[src/rtl/tt_um_c13_seq_divider.sv]
// Sequential restoring divider: 8-bit dividend / 4-bit divisor,
// one quotient bit per clock under a start/busy/done handshake.
module tt_um_c13_seq_divider (
  input  logic       clk,
  input  logic       rst_n,
  input  logic       ena,
  input  logic [7:0] ui_in,
  input  logic [7:0] uio_in,
  output logic [7:0] uo_out,
  output logic [7:0] uio_out,
  output logic [7:0] uio_oe
);

  typedef enum logic [1:0] {
    S_IDLE,
    S_RUN,
    S_DONE
  } state_e;

  state_e      state_q, state_d;
  logic        s1_q, s2_q, s3_q, sp_q;
  logic [7:0]  a_q, a_d;
  logic [3:0]  d_q, d_d;
  logic [3:0]  p_q, p_d;
  logic [2:0]  cnt_q, cnt_d;
  logic        busy_q, busy_d;
  logic        done_q, done_d;
  logic        dbz_q, dbz_d;
  logic [7:0]  qo_q, qo_d;
  logic [3:0]  ro_q, ro_d;
  logic [4:0]  t_w, diff_w;
  logic        ge_w;
  logic        unused_w;

  assign unused_w = &{1'b0, ena, uio_in[7:6]};

  // trial subtraction of the divisor from the shifted partial remainder
  assign t_w    = {p_q, a_q[7]};
  assign ge_w   = t_w >= {1'b0, d_q};
  assign diff_w = t_w - {1'b0, d_q};

  // start synchroniser, edge detector and registered one-cycle pulse
  always_ff @(posedge clk or negedge rst_n) begin
    if (!rst_n) begin
      s1_q <= 1'b0;
      s2_q <= 1'b0;
      s3_q <= 1'b0;
      sp_q <= 1'b0;
    end else begin
      s1_q <= uio_in[4];
      s2_q <= s1_q;
      s3_q <= s2_q;
      sp_q <= s2_q & ~s3_q;
    end
  end

  // state and datapath registers
  always_ff @(posedge clk or negedge rst_n) begin
    if (!rst_n) begin
      state_q <= S_IDLE;
      a_q     <= 8'h00;
      d_q     <= 4'h0;
      p_q     <= 4'h0;
      cnt_q   <= 3'd0;
      busy_q  <= 1'b0;
      done_q  <= 1'b0;
      dbz_q   <= 1'b0;
      qo_q    <= 8'h00;
      ro_q    <= 4'h0;
    end else begin
      state_q <= state_d;
      a_q     <= a_d;
      d_q     <= d_d;
      p_q     <= p_d;
      cnt_q   <= cnt_d;
      busy_q  <= busy_d;
      done_q  <= done_d;
      dbz_q   <= dbz_d;
      qo_q    <= qo_d;
      ro_q    <= ro_d;
    end
  end

  // next-state: capture, one restoring step per cycle, completion
  always_comb begin
    state_d = state_q;
    a_d     = a_q;
    d_d     = d_q;
    p_d     = p_q;
    cnt_d   = cnt_q;
    busy_d  = busy_q;
    done_d  = done_q;
    dbz_d   = dbz_q;
    qo_d    = qo_q;
    ro_d    = ro_q;
    unique case (state_q)
      S_IDLE, S_DONE: begin
        if (sp_q) begin
          a_d     = ui_in;
          d_d     = uio_in[3:0];
          p_d     = 4'h0;
          cnt_d   = 3'd0;
          done_d  = 1'b0;
          dbz_d   = 1'b0;
          busy_d  = |uio_in[3:0];
          state_d = S_RUN;
        end
      end
      S_RUN: begin
        if (d_q == 4'h0) begin
          state_d = S_DONE;
          done_d  = 1'b1;
          dbz_d   = 1'b1;
          qo_d    = 8'hFF;
          ro_d    = 4'h0;
        end else begin
          if (ge_w) begin
            p_d = diff_w[3:0];
            a_d = {a_q[6:0], 1'b1};
          end else begin
            p_d = t_w[3:0];
            a_d = {a_q[6:0], 1'b0};
          end
          cnt_d = cnt_q + 3'd1;
          if (cnt_q == 3'd7) begin
            state_d = S_DONE;
            busy_d  = 1'b0;
            done_d  = 1'b1;
            qo_d    = a_d;
            ro_d    = p_d;
          end
        end
      end
      default: state_d = S_IDLE;
    endcase
  end

  assign uo_out  = uio_in[5] ? {dbz_q, 3'b000, ro_q} : qo_q;
  assign uio_out = {done_q, busy_q, 6'b00_0000};
  assign uio_oe  = 8'b1100_0000;

endmodule

[config.mk]
export PLATFORM = sky130hd
export DESIGN_NAME = tt_um_c13_seq_divider
export DESIGN_NICKNAME = d
export VERILOG_FILES = /design/src/rtl/tt_um_c13_seq_divider.sv
export SDC_FILE = /design/constraint.sdc
export NUM_CORES = 1
export LEC_CHECK = 0
export CAP_MARGIN = 25
export CORE_MARGIN = 2
export CORE_UTILIZATION = 46
export CTS_CLUSTER_DIAMETER = 40
export CTS_CLUSTER_SIZE = 20
export DETAILED_ROUTE_END_ITERATION = 7
export GPL_TIMING_DRIVEN = 0
export PLACE_DENSITY_LB_ADDON = 0.2
export REMOVE_ABC_BUFFERS = 1
export SLEW_MARGIN = 15
export SYNTH_ARGS = -nofsm -noshare
export SYNTH_HDL_FRONTEND = slang
export SYNTH_SLANG_ARGS = --single-unit
[constraint.sdc]
create_clock -name clk -period 1.58 [get_ports clk]
set_input_delay 0.158 -clock clk [delete_from_list [all_inputs] [get_ports clk]]
set_output_delay 0.158 -clock clk [all_outputs]
set_load 0.02 [all_outputs]
**Word level (Yosys, flattened, before mapping)**

Index checks and enable logic that the tools add are counted.

- Bits in registers: 40
- Output and inout bits: 24

- Add/subtract/negate cells: 2
- $lt $le $gt $ge: 1
- Equal/unequal tests: 8
- Multiplexer cells: 30
- Bitwise gates (word level): 2
- Reduce and logical (&&, ||, !) cells: 13

Operators with widths:

| cell | count |
|---|---|
| two-way mux 8 bit | 5 |
| two-way mux 4 bit | 5 |
| one-hot mux 8 bit (2 select lines) | 1 |
| AND reduction 3 bit | 3 |
| two-way mux 1 bit | 8 |
| != test 2 bit, second input constant | 4 |
| one-hot mux 4 bit (2 select lines) | 1 |
| two-way mux 2 bit | 3 |
| two-way mux 3 bit | 2 |
| one-hot mux 1 bit (2 select lines) | 3 |
| one-hot mux 3 bit (2 select lines) | 1 |
| AND reduction 2 bit | 3 |
| >= comparator 5 x 4 -> 1 bit | 1 |
| logical NOT 4 bit | 1 |
| one-hot mux 2 bit (2 select lines) | 1 |
| AND reduction 4 bit | 1 |
| nonzero test 2 bit | 2 |
| OR reduction 4 bit | 1 |
| subtractor 4 bit | 1 |
| adder 3 x 1 -> 3 bit, second input constant | 1 |
| == test 3 bit, second input constant | 1 |
| != test 3 bit, second input constant | 1 |
| == test 2 x 1 -> 1 bit, second input constant | 1 |
| == test 2 bit, second input constant | 1 |
| other kinds (4) | 4 |

**Logic depth before layout (Yosys ltp)**

Gate-level depths: netlist of run 1.

- Word-level depth: 4
- Mapped depth: 7
- Mapped depth without buffers: 7

**Worst setup path before layout of run 1**

OpenSTA, ideal clock, no wires.

- Path type: register to register
- Start point: register d_q[1]
- End point: register ro_q[0]
- Arrival: 1.618 ns
- Required time: 1.458 ns
- Path slack: -0.160 ns
- Stages on the path, launching flop included: 7
- Buffers on the path: 0
- Path through: dfrtp_1 inv_1 ha_1 nor2b_1 o311ai_2 nand3_1 a32o_1

- Cells in the longest elaborated chain, start to end: 4
- Elaborated cells on any way between the ends: 7
- Classes of those cells: 1 x order compare; 3 x mux; 3 x reduce/logical

Ends and longest elaborated chain:

| element | RTL line | source |
|---|---|---|
| start: declaration | 23 | `logic [3:0] d_q, d_d;` |
| start signal: assignment | 62 | `d_q <= 4'h0;` |
| start signal: assignment | 73 | `d_q <= d_d;` |
| >= comparator 5 x 4 -> 1 bit | 39 | `assign ge_w = t_w >= {1'b0, d_q};` |
| two-way mux 4 bit | 117 | `if (ge_w) begin` |
| two-way mux 4 bit | 125 | `if (cnt_q == 3'd7) begin` |
| two-way mux 4 bit | 110 | `if (d_q == 4'h0) begin` |
| end signal: assignment | 80 | `ro_q <= ro_d;` |
| end: declaration | 30 | `logic [3:0] ro_q, ro_d;` |

Several ways; a longest one is shown, not always the timed one. The select of a mux whose other input is x is not followed.
A chain may end at the register's enable or synchronous reset.

**Worst setup path in the final report of run 1**

Same ends and word-level chain as after synthesis.

==> metrics.md, run 1 <==
| Metric | Value |
|---|---|
| Largest family of logic cells by synthesized area | simple AND/OR/NAND/NOR gates |
| Asr flop ratio synth | 100% |
| Worst-path clk slew | 0.07 ns |
| RSZ-0062 raised after global routing | yes |
| Slew Limit Fails | 0 |
| First-pass GRT wire length | 7.73 mm |
| Grt ovf | 0 |
| Crit share post-route | 107% |
| Post-Synth XOR/XNOR Area | 0.417% |
| Synth Area in Compound Gates | 11.7% |
| Synth cell types | 44 |
| Yosys warning total | 0 |
| # IOs | 43 |
| Pleak | 0.00123 uW |
| Post-Place Cells | 286 |
| Die X | 71.6 um |
| Routed Antenna Nets | 0 |
| Crit path required time | 1.76 ns |
| H-Tree Depth | 2 |
| Final Wtd Congestion | 0.785 |
| Mapped cell area | 2100 um2 |
| Hold Path Class | in2async |
| Die area | 5130 um2 |
| #FFs+latches synth | 40 |
| Largest net degree at the start of global routing | 32 |
| CTS tree | built |
| Syn_area_per_cell | 9.51 um2 |
| Fin nets | 291 |
| Total power | 6150 uW |
| Post-placement cell area | 2300 um2 |
| Worst skew pair latency | 0.29 ns |
| CP Class | reg2reg |
| Post-synthesis simple-gate area fraction | 22.8% |
| Post-synth EDFFs | 0 |
| Cell area after layout | 2750 um2 |
| Clock Sinks | 40 |
| Final count of negative-setup-slack endpoints | 8 |
| Setup WS post-layout | -0.113 ns |
| CP Capture Type | flop |
| Pre-CTS WS | -0.365 ns |
| Prevailing post-synth register cell | dfrtp_1 |
| Initial antenna violation count | 0 |
| Fin util | 62.7% |
| R2R cell count | 6 |
| Power per Cell Area | 2240 nW/um2 |
| Port bufs | 25 |
| Reg-to-reg critical path endpoint | ro_q[0] |
| Max Fclk | 591 MHz |
| Synth Instances | 221 |
| TritonCTS Buffers | 5 |
| Post-synthesis mux area share | 2.68% |
| Vias in the first global route | 1597 |
| VDD IR max | 0.000984 V |
| CTS Root Cell | clkbuf_8 |
| Layout Skew | 0.00765 ns |
| # diodes | 0 |
| CTS max path bufs | 2 |
| Adder-cell share of the synthesized area | 4.52% |
| Share of layout cells above drive strength 1 | 28.3% |
| Failing checks | negative setup slack |
| Post-Layout Cell Count | 317 |
| Critical Path AT | 1.88 ns |
| Dpl hpwl | 3.04 mm |
| Max Cap Violations | 0 |
| Remaining DRCs | 0 |
| DR iter-0 viols | 142 |
| Seq/Total Area, Yosys | 47.6% |
| Crit Path Max Fanout | 5 |
| Vias | 1717 |
| Filler Cells Inserted | 357 |
| Final hold violations | 0 |
| Initial Util | 47.9% |
| TritonRoute pass-1 iters | 4 |
| P&R area growth vs syn | 30.8% |
| DR vias/cell | 5.42 |
| CORE AREA | 4380 um2 |
| Detailed Route WL | 4.84 mm |
| Core Rows | 24 |
| Status | finished with violations |
| Worst r2r src | d_q[1] |
| All-Layer GR Usage | 19.7% |
| Reg-to-reg setup timing slack | -0.11 ns |
| Min Tclk post-route | 1.69 ns |
| Setup crit start kind | flop |
| Post-DR wirelength/cell | 15.3 um |
| Die H | 71.6 um |
==> report_power, final <==
part	total, uW	leakage, uW	internal, uW	switching, uW
Clock	632	0.0000410	300	332
Sequential	1740	0.000470	1450	289
Combinational	3780	0.000724	1770	2010
==> what timing repair did <==
action / in CTS / in global routing
gates cloned: 0 / 2
resized for setup: 39 / 14
pin swaps: 15 / 14
endpoints found under the hold margin: 9 / 0
endpoints found under the setup margin: 26 / 22
buffers inserted: 14 / 7
hold buffers: 1 / 0
==> stage by stage <==
step / hold slack [ns] / setup TNS, ns
6_report: 0.271 / -0.480
5_1_grt: 0.300 / -1.13
4_1_cts: 0.277 / -0.401
3_5_place_dp: 0.0558 / -5.34
3_3_place_gp: 0.338 / -31.93
2_1_floorplan: -0.138 / -1.18
==> logic make-up (layout without fill, tap and decap cells) <==
family	count (synthesis)	after routing
compound gates	35	36
xor+xnor	1	1
fa+ha+maj	7	7
buf+inv	32	62
flops	40	40
mux	5	5
other cells	2	14
simple gates	99	100
==> how the worst max path moves through the flow <==
| stage | start | end | cells past startpoint |
|---|---|---|---|
| 5_1_grt | a_q[7] | ro_q[0] | 7 |
| 2_1_floorplan | d_q[1] | ro_q[0] | 6 |
| 3_3_place_gp | rst_n | qo_q[6] | 1 |
| 4_1_cts | d_q[1] | ro_q[0] | 6 |
| 6_report | d_q[1] | ro_q[0] | 6 |
| 3_5_place_dp | d_q[1] | ro_q[0] | 6 |
==> cell usage after synthesis (all sizes together), types with 2 or more instances <==
cell type  count  area [um2]
o21ai         12        63.8
dfrtp         40        1000
o211ai         5        42.5
a31oi          7        43.8
o41ai          2        17.5
nand4          4        25.0
nor4           2        27.5
ha             6        75.1
nor3           2        10.0
buf           21         166
nor2b          5        31.3
nor2          12        45.0
nand2b         4        27.5
and2           2        12.5
nand2         49         186
a21oi          2        10.0
mux2           5        56.3
clkbuf         4        15.0
and2b          2        15.0
conb           2        7.51
inv            7        26.3
nand3         13        70.1
==> routing by layer <==
metal,vias up,global-route usage [%],part of all wire (%)
li1,817,-,-
met1,852,27.7,47
met2,40,29.8,47
met3,8,4.22,4.3
met4,0,7.97,1.4
met5,-,0,0
==> placed cells by master, fill, tap and decap left out, drive strengths merged, types with 7 or more instances in the layout <==
master and instances:
a31oi 7, o21ai 13, buf 23, conb 14, clkdlybuf4s50 17, nand3 13
dfrtp 40, nand2 49, inv 7, nor2 12
==> final cells by class <==
cell class	instances	area, um2	area share (%)
clock buffer	6	72.6	2.64
clock inverter	1	5.00	0.182
inverter	7	26.3	0.956
multi-input combinational	163	1140	41.4
sequential	40	1000	36.5
tap	52	65.1	2.37
timing repair buffer	48	438	15.9
==> sequential cells by signal, summed over array words and instances (netlist names), 2 cells and up <==
signal	cells
a_q	8
state_q	2
qo_q	8
ro_q	4
cnt_q	3
d_q	4
p_q	4
==> critical path, stage by stage, from the launching register on <==
cell and delay, ns:
dfrtp_1 0.40, inv_2 0.09, ha_4 0.20, nor2b_4 0.14, o311ai_4 0.35, nand3_2 0.14
a32o_1 0.26
(Power assumes the default switching activity.)
==> run 2, diff against run 1 <==
Settings changed: ABC_AREA set to 1, ABC_CLOCK_PERIOD_IN_PS set to 1580.
==> run 2 against run 1 <==
  * The run now ends clean
  * Wire length decreased by 15%
  * Via count decreased by 8.6%
  * Register-to-register slack improved by 0.16 ns
  * Maximum frequency increased by 10%
  * Critical endpoint is now p_q[1]
==> metrics.md, run 2 <==
| Metric | Value |
|---|---|
| Sequential Power Share | 30.6% |
| Bufs and invs on worst path | 3 |
| Seq/Total Area, Yosys | 47.1% |
| CTS tree | built |
| Slew Limit Fails | 0 |
| Int Power | 3190 uW |
| Post-placement cell area | 2330 um2 |
| RSZ-0062 raised after global routing | yes |
| Dpl hpwl | 2.89 mm |
| Min Tclk post-route | 1.53 ns |
| Final count of negative-setup-slack endpoints | 0 |
| TritonRoute pass-1 iters | 4 |
| #FFs+latches synth | 40 |
| Asr flop ratio synth | 100% |
| Vias in the first global route | 1438 |
| CP cell instances | inv_2 > ha_4 > inv_4 > fa_2 > inv_2 > nand2_2 > nand3_1 > o21ai_1 |
| Die area | 5180 um2 |
| Remaining DRCs | 0 |
| Die H | 72.0 um |
| CP Capture Type | flop |
| CP delay by family, top | adder cells |
| Status | finished, final reports clean |
| Die X | 72.0 um |
| Mapped cell area | 2130 um2 |
| Pre-CTS WS | -0.332 ns |
| Port bufs | 25 |
| Largest cells by area after synthesis | dfrtp_1 (47%), nand2_1 (8.5%), buf_4 (6.0%), ha_1 (3.5%), inv_1 (3.5%) |
| Yosys top cell by area | dfrtp_1 |
| Detailed Route WL | 4.12 mm |
| Net Sw Power | 2490 uW |
| Comb pwr share | 54.7% |
| CP max-delay cell | fa_2 |
| Max Cap Violations | 0 |
| H-Tree Depth | 2 |
| Final hold violations | 0 |
| Leading registers by flop count | a_q: 8 flops, qo_q: 8 flops |
| All-Layer GR Usage | 17.1% |
| Post-synth EDFFs | 0 |
| DR iter-0 viols | 47 |
| Layout Skew | 0.00638 ns |
| Max Fclk | 652 MHz |
| Switching share of power | 43.9% |
| Yosys warning total | 0 |
| Initial antenna violation count | 0 |
| Fin util | 60.4% |
| Crit path required time | 1.79 ns |
| Most frequent cells in the layout | nand2_1 (44), dfrtp_1 (39), clkdlybuf4s50_1 (17) |
| Synth Instances | 235 |
| CTS Root Cell | clkbuf_8 |
| Share of layout cells above drive strength 1 | 24.8% |
| Prevailing post-synth register cell | dfrtp_1 |
| Worst-path clk slew | 0.08 ns |
| TritonCTS Buffers | 5 |
| Clk network pwr share | 14.7% |
| Pleak | 0.00127 uW |
| Power per Cell Area | 2130 nW/um2 |
| Largest net degree at the start of global routing | 27 |
| Setup crit start kind | flop |
| Core Rows | 24 |
| Critical Path AT | 1.75 ns |
| Most common cell after layout, fill and taps aside | nand2_1 |
| Crit-path most repeated cell | inv_2 |
| Syn_area_per_cell | 9.05 um2 |
| Post-DR wirelength/cell | 12.9 um |
| # diodes | 0 |
| Setup TNS | 0 ns |
| Clock Sinks | 40 |
| First-pass GRT wire length | 6.79 mm |
| CORE AREA | 4410 um2 |
| Crit Path Max Fanout | 2 |
| Synth cell types | 37 |
| Worst skew pair latency | 0.29 ns |
| CTS max path bufs | 2 |
| Fin nets | 291 |
| CP Class | reg2reg |
| Initial Util | 48.2% |
| P&R area growth vs syn | 25.4% |
| Grt ovf | 0 |
| Setup WS post-layout | 0.0455 ns |
| Final Wtd Congestion | 0.800 |
| Post-synth top cells | nand2_1 (48), dfrtp_1 (40), inv_1 (20) |
| Crit share post-route | 97.1% |
| Worst path max stage delay | 0.56 ns |
| DR vias/cell | 4.93 |
| Most common cell in the netlist | nand2_1 |
| Routed Antenna Nets | 0 |
| Post-synth top area share | 47.1% |
| VDD IR max | 0.00110 V |
| Vias | 1569 |
| Cell area after layout | 2670 um2 |
| # IOs | 43 |
| Hold Path Class | in2reg |
## run 2: changes by cell type in the layout (fill, tap and decap cells not counted), sizes merged, moves of 6 or more
cell   previous run  this run
inv               7        27
a21oi             2         8
buf              23         8
o21ai            13        22
nor2             12        20
## run 2: worst paths after layout
path,start,slack [ns],depth (start not counted),end
worst max-delay path,a_q[7],0.05,8,p_q[1]
worst min-delay path,uio_in[4],0.30,1,s1_q
worst max register to register,a_q[7],0.05,8,p_q[1]
worst min register to register,s1_q,0.35,0,s2_q
max in group asynchronous,rst_n,0.81,3,state_q[0]
min in group asynchronous,rst_n,0.31,2,d_q[3]
## run 2: kinds of logic (layout without fill, tap and decap cells)
logic type	after synthesis	in the layout	share of synthesized area, %
compound gates	45	45	13.5
xor+xnor	1	1	0.412
fa+ha+maj	7	7	4.47
buf+inv	51	70	13.8
flops	40	40	47.1
other cells	2	14	0.353
simple gates	89	89	20.3
## run 2: power by group through the flow
| stage | combinational, uW | clock (uW) | sequential, uW |
|---|---|---|---|
| after floorplan | 1860 | 0 | 1680 |
| after global routing | 3470 | 886 | 1780 |
| after CTS | 2600 | 843 | 1700 |
| after detailed placement | 2500 | 0 | 1720 |
| after global placement | 2460 | 0 | 1710 |
| final | 3100 | 833 | 1740 |
## run 2: through the flow
step / cells / power [uW] / hold slack [ns]
detailed placement: 303 / 4220 / 0.103
floorplan: 225 / 3550 / -0.138
finish: 318 / 5670 / 0.298
CTS: 314 / 5140 / 0.297
global placement: 302 / 4170 / 0.334
global route: 318 / 6140 / 0.309
## run 2: final cells by class
type	count	area, um2
clock inverters	3	42.5
repair buffers	33	334
fillers	396	1750
inverters	29	129
flip-flops and latches	40	1000
clock buffers	5	68.8
multi-input cells	156	1020
well taps	52	65.1
## run 2: per-layer routing
metal	GRT usage [%]	part of all wire [%]	vias up
met3	3.75	4.6	4
met5	0	0	-
li1	-	-	792
met4	6.29	1.0	0
met1	24.1	47	730
met2	25.9	47	43
## run 2: what timing repair did
action | 4_1_cts | 5_1_grt
pin swaps | 3 | 13
hold buffers | 1 | 0
buffers inserted | 2 | 4
setup endpoints to repair | 30 | 22
resized for setup | 13 | 31
endpoints found under the hold margin | 14 | 0
